==> src/rtl/decode_execute_pipe.sv <==
// Two-stage (decode, execute) ALU pipeline with valid/ready handshakes on both sides.
// Build macro DAE_SATURATE_EN: ADD/SUB saturate on signed overflow instead of wrapping.
module decode_execute_pipe #(
    parameter  int WIDTH = 4,
    localparam int SHW   = $clog2(WIDTH)
) (
    input  logic             clk,
    input  logic             rst,
    input  logic             in_valid,
    output logic             in_ready,
    input  logic [WIDTH-1:0] rs,
    input  logic [WIDTH-1:0] rt,
    input  logic [2:0]       sel,
    output logic             out_valid,
    input  logic             out_ready,
    output logic [WIDTH-1:0] rd,
    output logic             flag_zero,
    output logic             flag_carry,
    output logic             flag_ovf
);

    localparam int MSB = WIDTH - 1;

    // Bit positions of the one-hot decoded op held in stage 1.
    localparam int OP_ADD  = 0;
    localparam int OP_SUB  = 1;
    localparam int OP_AND  = 2;
    localparam int OP_OR   = 3;
    localparam int OP_XOR  = 4;
    localparam int OP_SHL  = 5;
    localparam int OP_ROTL = 6;
    localparam int OP_SLT  = 7;

    logic             s1_valid;
    logic [WIDTH-1:0] s1_rs;
    logic [WIDTH-1:0] s1_rt;
    logic [7:0]       s1_dec;

    logic             s2_free;
    logic             accept;

    logic [WIDTH:0]   add_full;
    logic [WIDTH:0]   sub_full;
    logic [WIDTH-1:0] exe_rd;
    logic             exe_carry;
    logic             exe_ovf;

    // Handshake: a transfer happens on a rising edge where valid && ready are both high.
    // Stage 2 can take new data when it is empty or its result is being consumed; stage 1
    // can take new data when it is empty or moving into stage 2. in_ready is combinational
    // so a drain and an accept can share one cycle without a bubble.
    assign s2_free  = !out_valid || out_ready;
    assign in_ready = !s1_valid || s2_free;
    assign accept   = in_valid && in_ready;

    // Stage 1: capture operands and decode the op select to one-hot.
    always_ff @(posedge clk) begin
        if (rst) begin
            s1_valid <= 1'b0;
            s1_rs    <= '0;
            s1_rt    <= '0;
            s1_dec   <= '0;
        end else if (in_ready) begin
            s1_valid <= in_valid;
            if (accept) begin
                s1_rs  <= rs;
                s1_rt  <= rt;
                s1_dec <= 8'd1 << sel;
            end
        end
    end

    // Execute: combinational datapath between the two register stages.
    always_comb begin
        add_full  = {1'b0, s1_rs} + {1'b0, s1_rt};
        sub_full  = {1'b0, s1_rs} - {1'b0, s1_rt};
        exe_rd    = '0;
        exe_carry = 1'b0;
        exe_ovf   = 1'b0;
        if (s1_dec[OP_ADD]) begin
            exe_rd    = add_full[MSB:0];
            exe_carry = add_full[WIDTH];
            exe_ovf   = (s1_rs[MSB] == s1_rt[MSB]) && (add_full[MSB] != s1_rs[MSB]);
        end else if (s1_dec[OP_SUB]) begin
            exe_rd    = sub_full[MSB:0];
            exe_carry = sub_full[WIDTH];
            exe_ovf   = (s1_rs[MSB] != s1_rt[MSB]) && (sub_full[MSB] != s1_rs[MSB]);
        end else if (s1_dec[OP_AND]) begin
            exe_rd = s1_rs & s1_rt;
        end else if (s1_dec[OP_OR]) begin
            exe_rd = s1_rs | s1_rt;
        end else if (s1_dec[OP_XOR]) begin
            exe_rd = s1_rs ^ s1_rt;
        end else if (s1_dec[OP_SHL]) begin
            exe_rd = s1_rs << s1_rt[SHW-1:0];
        end else if (s1_dec[OP_ROTL]) begin
            exe_rd = {s1_rs[MSB-1:0], s1_rs[MSB]};
        end else if (s1_dec[OP_SLT]) begin
            exe_rd = {{(WIDTH-1){1'b0}}, ($signed(s1_rs) < $signed(s1_rt))};
        end
`ifdef DAE_SATURATE_EN
        // Overflow direction follows the sign of rs for both ADD and SUB.
        if (exe_ovf) begin
            exe_rd = s1_rs[MSB] ? {1'b1, {(WIDTH-1){1'b0}}} : {1'b0, {(WIDTH-1){1'b1}}};
        end
`endif
    end

    // Stage 2: result register, held bit-stable while the consumer stalls.
    always_ff @(posedge clk) begin
        if (rst) begin
            out_valid  <= 1'b0;
            rd         <= '0;
            flag_zero  <= 1'b0;
            flag_carry <= 1'b0;
            flag_ovf   <= 1'b0;
        end else if (s2_free) begin
            out_valid <= s1_valid;
            if (s1_valid) begin
                rd         <= exe_rd;
                flag_zero  <= (exe_rd == '0);
                flag_carry <= exe_carry;
                flag_ovf   <= exe_ovf;
            end
        end
    end

endmodule

==> config.mk <==
export PLATFORM = sky130hd
export DESIGN_NAME = decode_execute_pipe
export DESIGN_NICKNAME = d
export VERILOG_FILES = /design/src/rtl/decode_execute_pipe.sv
export SDC_FILE = /design/constraint.sdc
export NUM_CORES = 1
export LEC_CHECK = 0
export BUFFER_PORTS_ARGS = -buffer_cell sky130_fd_sc_hd__buf_2
export CORE_MARGIN = 1
export CORE_UTILIZATION = 61
export DETAILED_ROUTE_END_ITERATION = 10
export PLACE_DENSITY_LB_ADDON = 0.2
export SETUP_SLACK_MARGIN = 0.02
export SLEW_MARGIN = 25
export SYNTH_ARGS = -nofsm -noshare
export SYNTH_HDL_FRONTEND = slang
export SYNTH_SLANG_ARGS = --single-unit
==> constraint.sdc <==
create_clock -name clk -period 6 [get_ports clk]
set_clock_uncertainty 0.15 [all_clocks]
set_input_delay 0.6 -clock clk [delete_from_list [all_inputs] [get_ports clk]]
set_output_delay 0.6 -clock clk [all_outputs]
set_load 0.1 [all_outputs]
==> out/qor.txt, run 1 <==
Status = complete, no violations
Clock edge transition at the registers on the reported setup and hold paths = 0.14 ns
Site Rows = 18
Yosys top cell area share = 0.293
Clk sinks = 25
CTS tree = done
Area growth syn-to-layout = 8.49%
Reg2reg setup slack = 3.66 ns
Clock latency at the later pin of the worst-skew pair = 0.32 ns
Max Cap Viol = 0
Setup TNS = 0 ns
Final ANT Viol Nets = 0
Core Area = 2570 µm²
Critical Path RT = 6.10 ns
Final Power = 356 µW
Asr flop ratio synth = 0
Critical path peak fanout = 7
Port bufs = 23
DRT Wirelength = 3.90 mm
Inst Count DP = 256
Drt first pass iters = 4
Syn Nets = 242
Global-route usage over all layers = 0.290
Critical path endpoint category = flop
Final Slew Violations = 0
Share of cells above drive strength 1 = 0.152
Maximum VDD drop = 188 µV
Final Hold Fails = 0
Part of the cycle the worst path needs = 0.390
Power per Cell Area = 192 nW/µm²
RSZ-0062 raised after global routing = false
Residual DRC = 0
Gr ovfl total = 0
Library cells used by synthesis = 46
Top_reg_cell synth = dfxtp_1
Leak pwr = 0.000748 µW
CTS Root Cell = clkbuf_4
Final setup viols = 0
Initial antenna violation count = 0
Crit path kind = reg -> reg
Largest net degree at the start of global routing = 27
Least-Margin Pin Slew = 0.699 ns
Final Instance Count excl. Fillers = 260
Synthesized instance count = 212
Top cells by area, synth = dfxtp_1, ha_1, a21oi_1, nand2_1, nor2_1
HPWL after DPL = 3.01 mm
Vias in the first global route = 1372
Ant. Diodes = 0
CTS Buf Count = 3
Via-per-instance ratio = 6.04
Seq/Total Area, Yosys = 0.293
YS warnings = 0
Slew headroom = 0.534
Final period demand of the worst path = 2.34 ns
EDFF count, synth = 0
Mean Syn Cell Area = 8.06 µm²
Post-cts hold buffer count = 0
DRT iter0 DRCs = 47
RePlAce Congestion = 0.901
Via count = 1571
Area leader, netlist = dfxtp_1
Min-Delay Path Class = reg -> reg
Hold WS = 0.307 ns
Die W = 54.9 µm
Final Net Count = 261
Drt wl/cell = 15.0 µm
Syn Std Cell Area = 1710 µm²
Die height = 54.9 µm
# IOs = 24
Yosys reg bits = 25
Resized Gates After CTS = 0
Most numerous cell in the Yosys netlist = nand2_1
Achievable frequency = 0.427 GHz
Clock Path Buffers = 2
Post-synth top cells = nand2_1, a21oi_1, dfxtp_1
Initial Utilization = 0.666
H-tree depth = 1
Post-CTS Setup Bufs = 0
Global-route wire length before repair = 6.11 mm
Worst setup SP type = flop
Die ar. = 3020 µm²
WP data arrival = 2.44 ns
-- where the power goes --
part / internal, µW / leakage (µW) / switching, µW
Combinational: 31.7 / 0.000528 / 62.7
Clock: 26.0 / 0.0000150 / 50.5
Sequential: 174 / 0.000205 / 10.6
-- routing by layer --
| layer | wire, µm | global-route usage | vias to the layer above |
|---|---|---|---|
| met4 | 138 | 0.154 | 0 |
| li1 | - | - | 775 |
| met3 | 223 | 0.0437 | 14 |
| met5 | 0 | 0 | - |
| met2 | 1820 | 0.460 | 59 |
| met1 | 1720 | 0.378 | 723 |
-- placed cells by master, fill, tap and decap left out, drive strengths merged, types with 2 or more instances in the layout --
cell type / synthesis / layout
a21oi: 25 / 25
a221oi: 3 / 3
a311oi: 3 / 3
and2: 7 / 7
buf: 0 / 23
clkbuf: 9 / 4
dfxtp: 25 / 25
fa: 2 / 2
ha: 13 / 13
inv: 14 / 14
mux2: 2 / 2
mux2i: 2 / 2
nand2: 32 / 32
nand2b: 5 / 5
nand3b: 4 / 4
nand4b: 5 / 5
nor2: 19 / 19
nor2b: 5 / 5
o2111ai: 2 / 2
o211ai: 2 / 2
o21ai: 7 / 7
or4b: 2 / 2
xnor2: 3 / 3
-- cells by family after synthesis --
kind of cell / count (synthesis) / synth area share
mux: 5 / 0.0381
simple gates: 87 / 0.264
flops: 25 / 0.293
fa+ha+maj: 15 / 0.119
compound gates: 53 / 0.215
buf+inv: 23 / 0.0505
xor+xnor: 4 / 0.0205
-- path summary, 6_finish.rpt --
kind,from,end,depth (start not counted)
min,s1_dec[7]$_SDFFE_PP0P_,s1_dec[7]$_SDFFE_PP0P_,2
max reg2reg,s1_rs[0]$_SDFFE_PP0P_,flag_zero$_SDFFE_PP0P_,8
min reg2reg,s1_dec[7]$_SDFFE_PP0P_,s1_dec[7]$_SDFFE_PP0P_,2
max,s1_rs[0]$_SDFFE_PP0P_,flag_zero$_SDFFE_PP0P_,8
-- critical path, cell delays in order (launching register included) --
cell	delay, ns
dfxtp_1	0.47
inv_1	0.10
ha_1	0.24
fa_1	0.48
nand3b_1	0.10
and2_1	0.17
a2bb2oi_1	0.23
nand4b_1	0.15
o31ai_2	0.18
-- per-stage QoR --
step           setup slack (ns)  cell area (µm²)   util
2_1_floorplan              3.02             1710      -
3_3_place_gp               3.74             1830  0.712
3_5_place_dp               3.71             1830  0.712
4_1_cts                    3.67             1850  0.722
5_1_grt                    3.49             1850  0.722
6_report                   3.66             1850  0.722
-- area by class of cell --
| cell class | count | area (µm²) |
|---|---|---|
| Tap cell | 30 | 37.5 |
| Inverter | 14 | 52.6 |
| Fill cell | 226 | 713 |
| Multi-Input combinational cell | 164 | 1120 |
| Clock buffer | 4 | 26.3 |
| Timing Repair Buffer | 23 | 115 |
| Sequential cell | 25 | 500 |
-- flip-flops by register name, summed over array words and instances (netlist names) --
signal	flops
s1_valid	1
s1_dec	8
flag_ovf	1
s1_rs	4
flag_carry	1
rd	4
flag_zero	1
out_valid	1
s1_rt	4
Note: power is estimated with default switching activity, not from simulation.
==> run 2, diff against run 1 <==
Settings changed: CORE_UTILIZATION 61 to 51.
Clock period 6 ns to 2 ns, I/O delays scaled along.
==> run 2 against run 1 <==
The flow now finishes with violations (negative setup slack). Global-route usage shrank 2.7 points. Wire length grew 12%. Sequential cell count is the same. Total power grew to 3.2 times the previous value. Sequential share of layout area shrank 4.0 points. Die area grew 19%. Critical path type unchanged.
==> out/qor.txt, run 2 (synthesis results as in run 1) <==
Clock latency at the later pin of the worst-skew pair = 0.32 ns
Worst setup path end = flag_zero$_SDFFE_PP0P_
Least-Margin Pin Slew = 0.704 ns
Power per Cell Area = 512 nW/µm²
Clock edge transition at the registers on the reported setup and hold paths = 0.14 ns
Final Slew Violations = 0
Reg2reg setup slack = -0.05 ns
Critical path peak fanout = 5
Clk sinks = 25
Area growth syn-to-layout = 30.7%
Slowest cell on crit path = fa_1
Achievable frequency = 0.487 GHz
Critical Path, Cell by Cell = ha_2 > fa_1 > nand2b_1 > and2_4 > a2bb2oi_2 > nand4b_1 > o31ai_2
CTS Buf Count = 3
Port bufs = 23
Final period demand of the worst path = 2.05 ns
Number of flip-flops in the largest register = 8
Via count = 1662
Worst Hold Depth = 4
Failing checks = negative setup slack
DRT iter0 DRCs = 86
Post-Layout Inst Area = 2230 µm²
Vias in the first global route = 1548
Min-Delay Path Class = in -> reg
WP data arrival = 2.15 ns
Setup ws final = -0.0525 ns
Crit path kind = reg -> reg
Critical path endpoint category = flop
Most frequent cells in the layout = nand2_1, buf_2, a21oi_1
RSZ-0062 raised after global routing = true
Final Hold Fails = 0
Slew headroom = 0.530
Placement Cell Area = 2020 µm²
Die W = 59.9 µm
Gr ovfl total = 0
R2r endpoint = flag_zero$_SDFFE_PP0P_
Part of the cycle the worst path needs = 1.03
Core Area = 3130 µm²
# IOs = 24
Initial Utilization = 0.546
Clock Path Buffers = 2
Maximum VDD drop = 327 µV
Setup TNS = -0.0588 ns
CTS Root Cell = clkbuf_4
Max Cap Viol = 0
Largest net degree at the start of global routing = 27
Dpl ws = -0.0491 ns
Final ANT Viol Nets = 0
Final Net Count = 290
Die height = 59.9 µm
Residual DRC = 0
DRT Wirelength = 4.36 mm
Critical Path RT = 2.09 ns
Global-route usage over all layers = 0.263
Global-route wire length before repair = 7.06 mm
CP max stage delay = 0.43 ns
Largest register by flop count = s1_dec
Share of cells above drive strength 1 = 0.309
Final Power = 1140 µW
Site Rows = 20
R2R Path Start = s1_rt[0]$_SDFFE_PP0P_
Commonest non-fill, non-tap cell in the layout = nand2_1
Final setup viols = 2
Drt first pass iters = 4
Die ar. = 3590 µm²
R2R cell count = 7
Ant. Diodes = 0
Initial antenna violation count = 0
Drt wl/cell = 14.4 µm
Status = complete, but fails checks
Via-per-instance ratio = 5.49
H-tree depth = 1
RePlAce Congestion = 0.926
CTS tree = done
Worst setup SP type = flop
Worst setup path startpoint = s1_rt[0]$_SDFFE_PP0P_
Leak pwr = 0.000918 µW
HPWL after DPL = 3.09 mm
-- run 2: cell count changes in the layout (fill, tap and decap cells not counted), sizes merged --
cell and change:
buf +20, dlygate4sd3 +9
-- run 2: report_power, final --
group	internal, µW	switching (µW)
logic	150	222
registers	522	22.2
clock network	78.0	150
total	750	394
-- run 2: cell type report --
type                            count  area [µm²]
Tap cell                           44        55.1
Timing Repair Buffer               52         368
Sequential cell                    25         514
Inverter                           14        52.6
Fill cell                         235         895
Multi-Input combinational cell    164        1220
Clock buffer                        4        26.3
-- run 2: what timing repair did --
item / in CTS / in global routing
hold buffers: 9 / 0
resized for setup: 9 / 10
setup endpoints to repair: 6 / 7
endpoints found under the hold margin: 9 / 0
pin swaps: 5 / 3
setup buffers: 0 / 2
-- run 2: how the worst min path moves through the flow --
stage,slack (ns),start,to
final,0.02,out_ready,out_valid$_SDFFE_PP0P_
after global routing,0.02,out_ready,out_valid$_SDFFE_PP0P_
after CTS,0.01,out_ready,out_valid$_SDFFE_PP0P_
after detailed placement,0.29,rs[3],s1_rs[3]$_SDFFE_PP0P_
after global placement,0.29,rt[0],s1_rt[0]$_SDFFE_PP0P_
after floorplan,0.17,in_valid,s1_valid$_SDFFE_PP0N_
-- run 2: worst max-delay path, delay by kind of cell (launching register included) --
| kind | cells | cell delay (ns) |
|---|---|---|
| AO/OA/AOI/OAI | 2 | 0.33 |
| AND/OR/NAND/NOR | 3 | 0.49 |
| adder cells (fa/ha/maj) | 2 | 0.61 |
| flip-flops | 1 | 0.39 |
-- run 2: stage by stage --
stage | cells | utilization | hold WS, ns
floorplan | 212 | - | 0.167
global placement | 288 | 0.647 | 0.289
detailed placement | 288 | 0.647 | 0.295
CTS | 301 | 0.694 | 0.0114
global route | 303 | 0.714 | 0.0191
finish | 303 | 0.714 | 0.0222
-- run 2: per-layer routing --
layer	wire, µm	up-vias	GRT usage
met5	0	-	0
met4	106	0	0.106
met3	152	11	0.0303
met2	2070	44	0.430
met1	2020	768	0.351
li1	-	839	-
==> run 3, diff against run 2 <==
Settings changed: CORE_ASPECT_RATIO from default to 1.2.
==> run 3 against run 2 <==
The run still ends with negative setup slack left. Sequential share of layout area up 0.47 points. Final area down 1.3%. Register-to-register slack worse by 0.03 ns. Count of clock-buffer cells in the layout down 1. Combinational power down 2%. Non-clock buffer count unchanged. Clock power up 4%. Die area about the same. Critical path type unchanged. Largest cell class unchanged.
==> out/qor.txt, run 3 (synthesis results as in run 1) <==
Hold WS = 0.0200 ns
Clock latency at the later pin of the worst-skew pair = 0.33 ns
HPWL after DPL = 3.12 mm
Number of flip-flops in the largest register = 8
Die W = 54.8 µm
Failing checks = negative setup slack
Min-Delay Path Class = in -> reg
Global-route wire length before repair = 6.91 mm
Core Area = 3140 µm²
Fillers = 272
Via count = 1646
Ant. Diodes = 0
Initial Utilization = 0.545
Residual DRC = 0
CTS tree = done
Most frequent cells in the layout = nand2_1, a21oi_1, buf_2
Status = complete, but fails checks
Largest net degree at the start of global routing = 27
Port bufs = 23
Slowest cell on crit path = fa_1
Die height = 65.4 µm
Share of cells above drive strength 1 = 0.301
Slew headroom = 0.530
Commonest non-fill, non-tap cell in the layout = nand2_1
Site Rows = 22
Critical Path, Cell by Cell = inv_2 > ha_4 > fa_1 > nand3b_1 > and2_4 > a2bb2oi_2 > buf_4 > o21ai_1 > nor2b_1
Drt first pass iters = 4
Largest register by flop count = s1_dec
DRT iter0 DRCs = 39
Setup ws final = -0.0832 ns
DRT Wirelength = 4.19 mm
Global-route usage over all layers = 0.265
Initial antenna violation count = 0
Final period demand of the worst path = 2.08 ns
Drt wl/cell = 14.2 µm
Maximum VDD drop = 454 µV
Critical path peak fanout = 3
CTS Buf Count = 3
Inst Count DP = 280
CTS Root Cell = clkbuf_4
CP max stage delay = 0.47 ns
Gr ovfl total = 0
Vias in the first global route = 1589
Final Net Count = 290
Critical Path RT = 2.06 ns
Final setup viols = 3
Critical path endpoint category = flop
H-tree depth = 1
Die ar. = 3590 µm²
Crit path kind = reg -> reg
# IOs = 24
Part of the cycle the worst path needs = 1.04
Final Slew Violations = 0
Leak pwr = 0.000912 µW
Clock edge transition at the registers on the reported setup and hold paths = 0.15 ns
RePlAce Congestion = 0.966
Clk sinks = 25
Clock Path Buffers = 2
Power per Cell Area = 519 nW/µm²
Area growth syn-to-layout = 29.0%
Via-per-instance ratio = 5.58
RSZ-0062 raised after global routing = true
Setup TNS = -0.179 ns
Final ANT Viol Nets = 0
Final Hold Fails = 0
WP data arrival = 2.14 ns
Least-Margin Pin Slew = 0.705 ns
Worst setup SP type = flop
Final Instance Count excl. Fillers = 295
Max Cap Viol = 0
Achievable frequency = 0.480 GHz
-- run 3: final timing paths --
| kind | from | end | slack [ns] | cells past startpoint |
|---|---|---|---|---|
| setup / recovery | s1_rs[0]$_SDFFE_PP0P_ | rd[1]$_SDFFE_PP0P_ | -0.08 | 9 |
| hold / removal | sel[1] | s1_dec[7]$_SDFFE_PP0P_ | 0.02 | 3 |
| setup reg to reg | s1_rs[0]$_SDFFE_PP0P_ | rd[1]$_SDFFE_PP0P_ | -0.08 | 9 |
| hold reg to reg | rd[0]$_SDFFE_PP0P_ | rd[0]$_SDFFE_PP0P_ | 0.31 | 2 |
-- run 3: power by group --
part / total, µW / switching, µW / internal (µW) / leakage, µW
combinational: 363 / 217 / 146 / 0.000685
sequential: 543 / 21.5 / 522 / 0.000208
clock: 238 / 159 / 78.1 / 0.0000183
total: 1140 / 398 / 745 / 0.000912
-- run 3: stage by stage --
stage | instance area (µm²) | total power, µW | worst slack, ns | utilization
floorplan | 1740 | 785 | 0.0247 | -
global placement | 2000 | 873 | -0.0103 | 0.638
detailed placement | 2000 | 875 | -0.0648 | 0.638
CTS | 2130 | 1130 | -0.0812 | 0.678
global route | 2200 | 1210 | -0.174 | 0.703
finish | 2200 | 1140 | -0.0832 | 0.703
-- run 3: critical path, delay by kind of cell (launching register included) --
kind / cells / cell delay [ns]
AO/OA/AOI/OAI: 2 / 0.21
AND/OR/NAND/NOR: 3 / 0.42
buffers and inverters: 2 / 0.19
flip-flops: 1 / 0.38
adder cells (fa/ha/maj): 2 / 0.63
-- run 3: per-layer routing --
layer / wire [µm] / vias up / global-route usage / part of all wire
met3: 139 / 9 / 0.0347 / 0.033
met1: 1910 / 769 / 0.334 / 0.46
met2: 2050 / 36 / 0.447 / 0.49
met4: 87 / 0 / 0.0865 / 0.021
li1: - / 832 / - / -
met5: 0 / - / 0 / 0
-- run 3: cell type report --
type / instances / area [µm²] / area share
Timing Repair Buffer: 52 / 358 / 0.162
Clock inverter: 1 / 6.26 / 0.00284
Sequential cell: 25 / 518 / 0.235
Clock buffer: 3 / 22.5 / 0.0102
Multi-Input combinational cell: 164 / 1200 / 0.545
Tap cell: 36 / 45.0 / 0.0204
Inverter: 14 / 52.6 / 0.0238
-- run 3: repair_timing --
item | 4_1_cts | 5_1_grt
hold buffers | 9 | 1
buffers inserted | 0 | 1
hold endpoints to repair | 9 | 1
gates resized for setup | 4 | 15
endpoints found under the setup margin | 5 | 7
pin swaps | 3 | 6
